===== src/rtl/bcd_conv_seq_if.sv =====
// Request/result bundle between the CPU-side requester and the iterative BCD converter.
// The requester drives master; the converter owns slave.
interface bcd_conv_seq_if #(
    parameter int unsigned WIDTH  = 16,
    parameter int unsigned DIGITS = 5
);
    logic                  start;
    logic                  signed_mode;
    logic [WIDTH-1:0]      bin;
    logic                  busy;
    logic                  done;
    logic                  negative;
    logic [4*DIGITS-1:0]   bcd;

    modport master (
        output start,
        output signed_mode,
        output bin,
        input  busy,
        input  done,
        input  negative,
        input  bcd
    );

    modport slave (
        input  start,
        input  signed_mode,
        input  bin,
        output busy,
        output done,
        output negative,
        output bcd
    );
endinterface


===== src/rtl/bcd_conv_seq.sv =====
// Iterative binary-to-BCD converter (double-dabble), one operand bit per clock.
// Results are published only from FINISH, so bcd/negative never show partial values.
module bcd_conv_seq #(
    parameter int unsigned WIDTH  = 16,
    parameter int unsigned DIGITS = 5
) (
    input  logic           clk,
    input  logic           rst_n,
    bcd_conv_seq_if.slave  io_bus
);
    localparam int unsigned CW = (WIDTH > 1) ? $clog2(WIDTH) : 1;
    localparam int unsigned BW = 4 * DIGITS;
    localparam logic [CW-1:0] LastCount = CW'(WIDTH - 1);

    typedef enum logic [1:0] {StIdle, StShift, StFinish} state_e;

    state_e          r_state;
    state_e          w_state_next;
    logic [CW-1:0]   r_count;
    logic [WIDTH-1:0] r_mag;
    logic [BW-1:0]   r_bcd_w;
    logic            r_neg_w;
    logic [BW-1:0]   r_bcd;
    logic            r_neg;
    logic            r_done;

    logic             w_cap_neg;
    logic [WIDTH-1:0] w_cap_mag;
    logic [BW-1:0]    w_adj;

    // Magnitude stays WIDTH bits unsigned, so the most negative operand maps cleanly.
    assign w_cap_neg = io_bus.signed_mode & io_bus.bin[WIDTH-1];
    assign w_cap_mag = w_cap_neg ? (~io_bus.bin + WIDTH'(1)) : io_bus.bin;

    always_comb begin
        w_adj = r_bcd_w;
        for (int d = 0; d < int'(DIGITS); d++) begin
            if (r_bcd_w[4*d +: 4] >= 4'd5) begin
                w_adj[4*d +: 4] = r_bcd_w[4*d +: 4] + 4'd3;
            end
        end
    end

    always_ff @(posedge clk or negedge rst_n) begin
        if (!rst_n) begin
            r_state <= StIdle;
        end else begin
            r_state <= w_state_next;
        end
    end

    always_comb begin
        w_state_next = r_state;
        unique case (r_state)
            StIdle:   if (io_bus.start) w_state_next = StShift;
            StShift:  if (r_count == LastCount) w_state_next = StFinish;
            StFinish: w_state_next = StIdle;
            default:  w_state_next = StIdle;
        endcase
    end

    always_ff @(posedge clk or negedge rst_n) begin
        if (!rst_n) begin
            r_count <= '0;
            r_mag   <= '0;
            r_bcd_w <= '0;
            r_neg_w <= 1'b0;
            r_bcd   <= '0;
            r_neg   <= 1'b0;
            r_done  <= 1'b0;
        end else begin
            r_done <= (r_state == StFinish);
            unique case (r_state)
                StIdle: begin
                    if (io_bus.start) begin
                        r_mag   <= w_cap_mag;
                        r_neg_w <= w_cap_neg;
                        r_bcd_w <= '0;
                        r_count <= '0;
                    end
                end
                StShift: begin
                    // Adjust first, then the mag MSB enters the ones digit.
                    r_bcd_w <= {w_adj[BW-2:0], r_mag[WIDTH-1]};
                    r_mag   <= {r_mag[WIDTH-2:0], 1'b0};
                    if (r_count != LastCount) begin
                        r_count <= r_count + CW'(1);
                    end
                end
                StFinish: begin
                    r_bcd <= r_bcd_w;
                    r_neg <= r_neg_w;
                end
                default: ;
            endcase
        end
    end

    assign io_bus.busy     = (r_state != StIdle);
    assign io_bus.done     = r_done;
    assign io_bus.negative = r_neg;
    assign io_bus.bcd      = r_bcd;
endmodule

===== src/flat_wrapper.sv =====
// flat-port wrapper written by rule: the top's interface ports become plain ports
module bcd_conv_seq_flat 
#(
    parameter int unsigned WIDTH  = 16,
    parameter int unsigned DIGITS = 5
)
  (clk, rst_n, io_bus_start, io_bus_signed_mode, io_bus_bin, io_bus_busy, io_bus_done, io_bus_negative, io_bus_bcd);
  bcd_conv_seq_if #(.WIDTH(WIDTH), .DIGITS(DIGITS)) io_bus_i ();
  input  logic clk;
  input  logic rst_n;
  input wire logic [$bits(io_bus_i.start)-1:0] io_bus_start;
  input wire logic [$bits(io_bus_i.signed_mode)-1:0] io_bus_signed_mode;
  input wire logic [$bits(io_bus_i.bin)-1:0] io_bus_bin;
  output wire logic [$bits(io_bus_i.busy)-1:0] io_bus_busy;
  output wire logic [$bits(io_bus_i.done)-1:0] io_bus_done;
  output wire logic [$bits(io_bus_i.negative)-1:0] io_bus_negative;
  output wire logic [$bits(io_bus_i.bcd)-1:0] io_bus_bcd;
  assign io_bus_i.start = io_bus_start;
  assign io_bus_i.signed_mode = io_bus_signed_mode;
  assign io_bus_i.bin = io_bus_bin;
  assign io_bus_busy = io_bus_i.busy;
  assign io_bus_done = io_bus_i.done;
  assign io_bus_negative = io_bus_i.negative;
  assign io_bus_bcd = io_bus_i.bcd;
  bcd_conv_seq #(.WIDTH(WIDTH), .DIGITS(DIGITS)) u_core (.clk(clk), .rst_n(rst_n), .io_bus(io_bus_i));
endmodule

===== config.mk =====
export PLATFORM = sky130hd
export DESIGN_NAME = bcd_conv_seq_flat
export DESIGN_NICKNAME = d
export VERILOG_FILES = /design/src/rtl/bcd_conv_seq_if.sv /design/src/rtl/bcd_conv_seq.sv /design/src/flat_wrapper.sv
export SDC_FILE = /design/constraint.sdc
export NUM_CORES = 1
export LEC_CHECK = 0
export CORE_AREA = 5 5 87 89
export CTS_CLUSTER_SIZE = 12
export DETAILED_ROUTE_END_ITERATION = 12
export DIE_AREA = 0 0 92 94
export PLACE_DENSITY = 0.77
export RECOVER_POWER = 50
export SLEW_MARGIN = 20
export SYNTH_ARGS = -nofsm -noshare
export SYNTH_HDL_FRONTEND = slang
export SYNTH_SLANG_ARGS = --single-unit

===== constraint.sdc =====
create_clock -name clk -period 1.45 [get_ports clk]
set_input_delay 0.29 -clock clk [delete_from_list [all_inputs] [get_ports clk]]
set_output_delay 0.29 -clock clk [all_outputs]
set_load 0.01 [all_outputs]

==> results.md <==
- Status: finished with violations
- Failing checks: setup timing
- Async SR Flop Fraction: 1.00
- Total negative slack: -0.0324 ns
- Syn avg cell area: 10.2 um^2
- Iter 0 DRT Violations: 124
- FF/Latch Area: 1630 um^2
- Switching Fraction: 0.371
- GPL Wtd Cong: 0.805
- NetSw: 3.20 mW
- Tot Pwr: 8.62 mW
- Met2 WL: 3920 um
- Post-synth top area share: 0.497
- Worst-skew pair later-pin latency: 0.35 ns
- Total gr overflow: 0
- Chip width: 92 um
- DRT Pass-1 Iters: 4
- Clock period minus worst slack: 1.48 ns
- Total GRT Usage: 0.168
- Slew @ Worst Pin: 0.796 ns
- PortBufs: 42
- Fin. Hold Viols: 0
- Main combinational cell family by area after synthesis: compound AO/OA/AOI/OAI gates
- Core region area: 6680 um^2
- Largest cells by area after synthesis: dfrtp_1 50%, o21ai_0 6.0%, ha_1 4.6%
- Post-Synth XOR/XNOR Area: 0.0589
- Number of global-route vias before repair: 2,553
- Die Y: 94 um
- CTS tree: yes
- Initial Util: 0.490
- Seq pwr share: 0.360
- Syn nets: 354
- H-tree depth: 3
- Critical path class: input port to flip-flop
- Fill count: 520
- Synth Area in Compound Gates: 0.181
- Metal3 WL: 373 um
- Max_cap viols: 0
- Clk network pwr share: 0.179
- Crit share post-route: 1.02
- Final core occ: 0.675
- Post-Syn Area: 3270 um^2
- Worst-path clk slew: 0.06 ns
- CTS root buffer: clkbuf_8
- First-pass GRT wire length: 11,600 um
- CP Launch Type: input port
- Area after DPL: 4050 um^2
- Post-synth cell types: 35
- Final Cell Area: 4510 um^2
- # rows: 30
- RSZ-0062 raised after global routing: yes
- Top FF cell, synth: dfrtp_1
- Clock Skews: 0.00919 ns
- Crit path required time: 1.67 ns
- Slew margin rel.: 0.470
- Setup WS post-layout: -0.0264 ns
- Vias per cell: 5.55
- Slew Viols, Final: 0
- WL final: 7590 um
- Post-synthesis instance total: 322
- DP Worst Slack: -0.386 ns
- Worst hold path class: input port to flip-flop
- I/O pin count: 43
- Max Fanout on Critical Path: 5
- Final setup fails: 2
- Maximum vdd ir drop: 820 uV
- Area of the multi-input gates: 1650 um^2
- Logic pwr share: 0.461
- HPWL after DPL: 4800 um
- Sink Count: 65
- DIE AREA: 8650 um^2
- Multiplexer area fraction after synthesis: 0.0409
- Initial antenna violation count: 0
- Final routed DRC violation total: 0
- Share of cells above drive strength 1: 0.293
- Via count: 2,759
- Clock Path Buffers: 2
- Post-synth EDFFs: 0
- Layout Nets: 445
- Synth area leader: dfrtp_1
- Largest net degree at the start of global routing: 66
- CTS Buf Count: 9
- Cell Int Power: 5.42 mW
- Adder-cell share of the synthesized area: 0.0459
- Ys Warns: 0
- Endpoint type of the worst setup path: flip-flop
- Synthesis-stage register bit count: 65
- Area delta synth->final: 37.7%
- Ant. Diodes: 0
- Met1 WL: 3200 um
- Pleak: 2.10 nW
- Area share of and/or/nand/nor cells after synthesis: 0.124
- Register area share after synthesis: 0.497
- Wire length per cell: 15.3 um
- Post-route ant nets: 0
- Fmax: 677 MHz
- Worst endpoint data arrival time: 1.70 ns
- Pwr per Cell Area: 1910 nW/um^2
- Max Used Layer: met4
-- stage by stage --
step / hold WS (ns) / std cells
after floorplan: -0.00559 / 322
after global placement: 0.329 / 473
after detailed placement: 0.333 / 473
after CTS: 0.482 / 489
after global routing: 0.465 / 497
final: 0.463 / 497
-- worst max-delay path, stage by stage --
cell,delay [ns]
clkdlybuf4s50_1,0.54
inv_1,0.07
ha_1,0.21
and2_4,0.18
a31oi_1,0.19
xnor2_1,0.15
o21ai_1,0.07
-- cell usage after synthesis (all sizes together) (6+ instances only) --
library cell  number
dfrtp             65
o21ai             46
nand3             20
a21oi             19
nand2             19
xnor2             17
inv               16
nor2              15
a22oi             13
buf               13
ha                12
mux2              11
o31ai             11
nand2b             6
-- cell usage in the layout (no fill, tap or decap), drive strengths merged, types with 2 or more instances in the layout --
cell type	Yosys	final
a21oi	19	19
a22oi	13	13
a31oi	4	4
a32o	5	5
and2	3	3
buf	13	55
clkbuf	4	13
clkdlybuf4s50	0	16
clkinv	0	2
dfrtp	65	65
dlygate4sd2	0	22
dlymetal6s2s	0	2
ha	12	12
inv	16	16
mux2	11	11
nand2	19	19
nand2b	6	6
nand3	20	20
nor2	15	15
nor3	4	4
nor4	3	3
o21ai	46	46
o31ai	11	11
or2	2	2
xnor2	17	17
xor2	5	5
-- layout make-up --
class / instances / share of cell area
Multi-Input combinational cell: 224 / 0.366
Sequential cell: 65 / 0.361
Clock buffer: 12 / 0.0344
Timing Repair Buffer: 97 / 0.194
Tap cell: 80 / 0.0222
Clock inverter: 3 / 0.00888
Inverter: 16 / 0.0133
-- routing by layer --
layer / vias to the layer above / track usage
met1: 1354 / 0.212
met4: 0 / 0.0606
met3: 11 / 0.0417
met2: 68 / 0.282
li1: 1326 / -
met5: - / 0
-- repair_timing --
item | CTS | global route
gates cloned | 0 | 1
hold endpoints to repair | 65 | 0
buffers inserted | 0 | 7
resized for setup | 36 | 56
pin swaps | 0 | 9
hold buffers | 1 | 0
setup endpoints to repair | 42 | 47
-- power groups by stage --
stage	clock, mW	combinational, mW	sequential (mW)
6_report	1.54	3.98	3.10
5_1_grt	1.65	4.44	3.19
4_1_cts	1.57	3.34	3.02
3_5_place_dp	0	3.38	3.05
3_3_place_gp	0	3.26	3.02
2_1_floorplan	0	2.08	3.02
-- sequential cells by signal, indices dropped and copies added, names as in the netlist --
signal and count:
u_core.io_bus.bcd 20, u_core.r_neg_w 1, u_core.r_state 2, u_core.io_bus.done 1, u_core.r_count 4, u_core.r_bcd_w 20
u_core.r_mag 16, u_core.io_bus.negative 1
-- worst paths after layout --
kind	start	to	slack (ns)	cells after the start
setup / recovery	io_bus_bin[1]	u_core.r_mag[12]$_DFFE_PN0P_	-0.03	7
hold / removal	io_bus_bin[5]	u_core.r_mag[5]$_DFFE_PN0P_	0.46	4
setup reg to reg	u_core.r_state[1]$_DFFE_PN0P_	u_core.io_bus.bcd[6]$_DFFE_PN0P_	-0.01	4
hold reg to reg	u_core.io_bus.bcd[1]$_DFFE_PN0P_	u_core.io_bus.bcd[1]$_DFFE_PN0P_	0.48	2
max in group asynchronous	rst_n	u_core.r_mag[8]$_DFFE_PN0P_	0.27	3
min in group asynchronous	rst_n	u_core.io_bus.bcd[9]$_DFFE_PN0P_	0.67	3
-- cells by family (layout without fill, tap and decap cells) --
logic type | Yosys count | after routing
flops | 65 | 65
simple gates | 79 | 79
buf+inv | 33 | 128
fa+ha+maj | 12 | 12
mux | 12 | 12
xor+xnor | 22 | 22
compound gates | 99 | 99
Note: power is estimated with default switching activity, not from simulation.
